$ cat src/rtl/uart_tx.sv
// UART transmitter: start bit, LSB-first data, optional parity, stop bit(s), fixed baud.
// Define UART_TX_TWO_STOP_EN to send two stop bits instead of one.
//
//   state    | meaning
//   ---------+------------------------------------------------
//   S_IDLE   | line high, ready for a word
//   S_START  | start bit (low) for one bit period
//   S_DATA   | data bits, LSB first, one bit period each
//   S_PARITY | parity bit (only when PARITY != 0)
//   S_STOP   | stop bit(s), line high
module uart_tx #(
    parameter int CLOCK_RATE = 100000000,
    parameter int BAUD_RATE  = 115200,
    parameter int DATA_BITS  = 8,
    parameter int PARITY     = 0
) (
    input  logic                 clk,
    input  logic                 rst_n,
    input  logic [DATA_BITS-1:0] tx_data,
    input  logic                 tx_valid,
    output logic                 tx_ready,
    output logic                 busy,
    output logic                 tx
);

    localparam int CPB = CLOCK_RATE / BAUD_RATE;
    localparam int CW  = (CPB > 1) ? $clog2(CPB) : 1;
    localparam int IW  = $clog2(DATA_BITS);
    localparam bit PAR_EN = (PARITY != 0);
    localparam bit PAR_ODD = (PARITY == 1);
`ifdef UART_TX_TWO_STOP_EN
    localparam int STOP_BITS = 2;
`else
    localparam int STOP_BITS = 1;
`endif

    if (PARITY < 0 || PARITY > 2) begin : g_bad_parity
        $error("uart_tx: PARITY must be 0, 1 or 2");
    end
    if (CPB < 2) begin : g_bad_cpb
        $error("uart_tx: CLOCK_RATE / BAUD_RATE must be at least 2");
    end
    if (DATA_BITS < 5 || DATA_BITS > 9) begin : g_bad_bits
        $error("uart_tx: DATA_BITS must be in 5..9");
    end

    typedef enum logic [2:0] {
        S_IDLE,
        S_START,
        S_DATA,
        S_PARITY,
        S_STOP
    } state_t;

    state_t               state;
    state_t               state_next;
    logic [CW-1:0]        baud_cnt;
    logic [IW-1:0]        bit_idx;
    logic [DATA_BITS-1:0] shift_q;
    logic                 par_q;
    logic                 tx_q;
    logic                 tx_next;
    logic                 bit_done;
    logic                 accept;

    assign bit_done = (baud_cnt == CW'(CPB - 1));
    assign accept   = tx_valid && (state == S_IDLE);
    assign tx_ready = (state == S_IDLE);
    assign busy     = (state != S_IDLE);
    assign tx       = tx_q;

    always_ff @(posedge clk or negedge rst_n) begin
        if (!rst_n) state <= S_IDLE;
        else        state <= state_next;
    end

    always_comb begin
        state_next = state;
        tx_next    = 1'b1;
        case (state)
            S_IDLE: begin
                if (tx_valid) state_next = S_START;
            end
            S_START: begin
                tx_next = 1'b0;
                if (bit_done) state_next = S_DATA;
            end
            S_DATA: begin
                tx_next = shift_q[0];
                if (bit_done && bit_idx == IW'(DATA_BITS - 1))
                    state_next = PAR_EN ? S_PARITY : S_STOP;
            end
            S_PARITY: begin
                tx_next = par_q;
                if (bit_done) state_next = S_STOP;
            end
            S_STOP: begin
                if (bit_done && bit_idx == IW'(STOP_BITS - 1)) state_next = S_IDLE;
            end
            default: state_next = S_IDLE;
        endcase
    end

    // tx is registered from the state decode, so the line lags state by one cycle
    always_ff @(posedge clk or negedge rst_n) begin
        if (!rst_n) begin
            baud_cnt <= '0;
            bit_idx  <= '0;
            shift_q  <= '0;
            par_q    <= 1'b0;
            tx_q     <= 1'b1;
        end else begin
            tx_q <= tx_next;
            if (accept) begin
                shift_q  <= tx_data;
                par_q    <= (^tx_data) ^ PAR_ODD;
                baud_cnt <= '0;
                bit_idx  <= '0;
            end else if (state != S_IDLE) begin
                if (bit_done) begin
                    baud_cnt <= '0;
                    if (state == S_DATA) shift_q <= shift_q >> 1;
                    bit_idx <= (state_next != state) ? '0 : bit_idx + IW'(1);
                end else begin
                    baud_cnt <= baud_cnt + CW'(1);
                end
            end
        end
    end

endmodule

$ cat config.mk
export PLATFORM = sky130hd
export DESIGN_NAME = uart_tx
export DESIGN_NICKNAME = d
export VERILOG_FILES = /design/src/rtl/uart_tx.sv
export SDC_FILE = /design/constraint.sdc
export NUM_CORES = 1
export LEC_CHECK = 0
export CAP_MARGIN = 30
export CORE_AREA = 2 2 64 66
export DETAILED_ROUTE_END_ITERATION = 7
export DIE_AREA = 0 0 66 68
export PLACE_DENSITY = 0.7
export SLEW_MARGIN = 10
export SYNTH_ARGS = -nofsm -noshare
export SYNTH_HDL_FRONTEND = slang
export SYNTH_SLANG_ARGS = --single-unit
$ cat constraint.sdc
create_clock -name clk -period 1.77 [get_ports clk]
set_input_delay 0.177 -clock clk [delete_from_list [all_inputs] [get_ports clk]]
set_output_delay 0.177 -clock clk [all_outputs]
set_load 0.005 [all_outputs]
==> impl_metrics.json <==
{
  "htree_num_levels": 1,
  "synth-async-reset-ratio_pct": 100.0,
  "drt_iter0_drc": 112,
  "simple_gate_portion_of_the_synthesized_area_pct": 17.06,
  "wl_per_cell_um": 13.78,
  "synth_sequential_area_ratio_pct": 44.45,
  "tritoncts_num_sinks": 26,
  "clkTransAtPathRegs_ps": 90,
  "finish.instance_area_mm2": 0.001887,
  "std_cell_rows": 23,
  "timing_max_transition_violations_final": 0,
  "regArea_um2": 651.9,
  "antenna_viol_nets_final": 0,
  "power.clock.fraction_pct": 42.6,
  "setup.worst_path.start_class": "flip-flop",
  "design.die.area_mm2": 0.004488,
  "largest_delay_share_family_worst_path": "simple AND/OR/NAND/NOR gates",
  "grt_use_met3_pct": 3.947,
  "start_util_pct": 38.03,
  "final.setup_skew_ps": 2.795,
  "final_layout_size_suffix_gt1_share_pct": 30.36,
  "fin_crit_ps": 1809,
  "synth-edff-count": 0,
  "multiInputGateArea_um2": 802.0,
  "clock_tree_from_tritoncts": "yes",
  "synthTopCellsByArea": "dfrtp_1 43%, mux2_2 12%, xnor2_1 4.8%",
  "dr.pass1.iters": 5,
  "total_standard_cell_area_after_synthesis_mm2": 0.001466,
  "clock_path_buffers": 2,
  "core-area_mm2": 0.003856,
  "global_route_wire_length_before_repair_um": 5016,
  "synthToLayoutAreaGrowth_pct": 28.67,
  "finalSetupViolCount": 12,
  "ys_seq_elements": 26,
  "sw_frac_of_total_pct": 18.92,
  "die-width_um": 66,
  "grt_max_degree": 27,
  "setup.worst_path.class": "reg2reg",
  "total_leakage_power_uw": 0.0008615,
  "fill_cells": 364,
  "violations": "negative setup slack",
  "run_status": "complete, but fails checks",
  "setup-tns-final_ps": -297.2,
  "dp_hpwl_um": 2217,
  "vias_per_cell": 5.271,
  "boundaryPins": 14,
  "finalWirelength_um": 3005,
  "num_antenna_cells": 0,
  "synth_adder_area_share_pct": 3.413,
  "leading_area_contributor_after_synthesis": "dfrtp_1",
  "rsz0062_at_grt": "yes",
  "grt_pass1_vias": 1122,
  "synth-xor-area-share_pct": 4.778,
  "critPathSlowestCell": "or3_4",
  "worst_slew_pin_slew_ps": 461.2,
  "seq_power_share_pct": 51.4,
  "finish.cell_count_without_fillers": 218,
  "final_net_count": 184,
  "power.density_mw_per_mm2": 611.6,
  "synth_area_per_cell_um2": 10.78,
  "critical-path-top-cell-by-count": "mux2_2",
  "synthDominantCellAreaShare_pct": 42.66,
  "gr-total-overflow": 0,
  "dpl_cell_area_mm2": 0.001747,
  "hold_removal_path_class": "in2async",
  "cellInternalPower_uw": 935.6,
  "chipHeight_um": 68,
  "comb_power_share_pct": 6.0,
  "numPlacedInstances": 211,
  "fmaxAchievable_ghz": 0.5527,
  "final.period_utilization_pct": 102.2,
  "finalHoldWorstSlack_ps": 265.4,
  "grt_util_met2_pct": 26.39,
  "clock_insertion_delay_worst_skew_ps": 270,
  "global_placer_s_final_weighted_congestion": 0.8335,
  "postSynth.topFlopCell": "dfrtp_1",
  "synthesis.yosys.warnings": 0,
  "gr-max-usage-layer": "met2",
  "clockRootBuffer": "clkbuf_8",
  "cts_buffers": 3,
  "fin_util_pct": 48.93,
  "synth_cell_types": 41,
  "dominant_combinational_cell_family_by_area_after_synthesis": "simple AND/OR/NAND/NOR gates",
  "antenna_found_initial": 0,
  "drc_errors": 0,
  "slack_of_the_critical_path_ps": -39.35,
  "dr_total_vias": 1149,
  "worst_setup_path_end_kind": "flip-flop",
  "drv_cap": 0,
  "synth_compound_gate_area_share_pct": 15.36,
  "timing_hold_violations_final": 0,
  "crit_path_cell_trace": "or3_4 -> inv_4 -> and2_4 -> mux2_2 -> mux2_2",
  "global_route.usage.met1_pct": 17.60,
  "peakVddDrop_uv": 478.4,
  "portBuffers": 13,
  "synth_nets": 151,
  "critical-path-max-stage-delay_ps": 410,
  "grt_usage_pct": 14.52,
  "largest_driver_fanout_on_the_critical_path": 10,
  "timing.critical_path.required_ps": 1930,
  "yosys-mux-area-fraction_pct": 11.52,
  "relSlewSlack_pct": 69.02,
  "buffers_inverters_on_critical_path": 1,
  "total_switching_power_uw": 218.3,
  "cp.arrival_ps": 1970,
  "synth_cells": 136
}
==> worst paths after layout <==
check                             from     endpoint  slack (ps)  cells after the start
hold / removal                   rst_n  baud_cnt[0]         270                      2
hold reg to reg            baud_cnt[9]  baud_cnt[9]         500                      1
setup / recovery              state[1]   shift_q[6]         -40                      5
setup reg to reg              state[1]   shift_q[6]         -40                      5
min in group clk           baud_cnt[9]  baud_cnt[9]         500                      1
max in group asynchronous        rst_n           tx        1210                      2
==> power groups by stage <==
stage          Combinational, uW  Sequential, uW  Clock (uW)
2_1_floorplan               27.8             605           0
3_3_place_gp                69.8             605           0
6_report                    69.1             594         491
4_1_cts                     70.4             594         508
3_5_place_dp                70.3             605           0
5_1_grt                     75.8             594         544
==> final cells by class <==
cell class	count	area share [%]
clock buffer	3	2.188
clock inverter	1	1.592
inverter	4	0.9284
multi-input combinational	102	42.51
sequential	26	34.55
tap	50	3.316
timing repair buffer	32	14.92
==> Yosys cell counts, types with 2 or more instances <==
library cell / instances
a21oi_1: 2
mux2_2: 15
buf_6: 2
nor3_1: 4
a22o_1: 7
xnor2_1: 8
nand2b_1: 5
o21ai_0: 9
nor2_1: 9
inv_1: 3
nor2b_1: 2
dfrtp_1: 25
nand2_1: 8
nand3_1: 6
or3_1: 2
ha_1: 4
==> layer usage <==
layer,vias up,wire [um]
li1,557,-
met1,563,1323
met2,29,1561
met3,0,120
met4,0,0
met5,-,0
==> stage by stage <==
| step | worst slack [ps] | power, uW |
|---|---|---|
| after global placement | -3.798 | 675.0 |
| after floorplan | -178.2 | 633.3 |
| after global routing | -102.8 | 1213 |
| after CTS | -42.73 | 1172 |
| final | -39.35 | 1154 |
| after detailed placement | -59.84 | 675.6 |
==> sequential cells by signal, indices dropped and copies added (netlist names) <==
signal / count
bit_idx: 3
baud_cnt: 10
tx: 1
par_q: 1
state: 3
shift_q: 8
==> layout by cell type (no fill, tap or decap), drive strengths merged, types with 2 or more instances in the layout <==
master          n
a22o            7
a21oi           2
ha              4
clkbuf          3
nand3           6
xnor2           8
nor3            5
mux2           15
or3             2
clkdlybuf4s50  11
dlygate4sd2     2
nand2b          5
nand2           9
inv             4
dfrtp          25
nor2            9
nor2b           2
buf            19
o21ai          10
==> cells by family after synthesis <==
family,after synthesis
AND/OR/NAND/NOR,45
AO/OA/AOI/OAI,30
flip-flops,26
multiplexers,15
XOR/XNOR,8
buffers and inverters,8
adder cells (fa/ha/maj),4
==> what timing repair did <==
action                                 in CTS  in global routing
buffers inserted                            1                  2
resized for setup                           4                  9
endpoints found under the hold margin       0                  0
pin swaps                                   1                  0
setup endpoints to repair                  13                 18
hold buffers                                0                  0
Power figures use the tool's default switching activity.
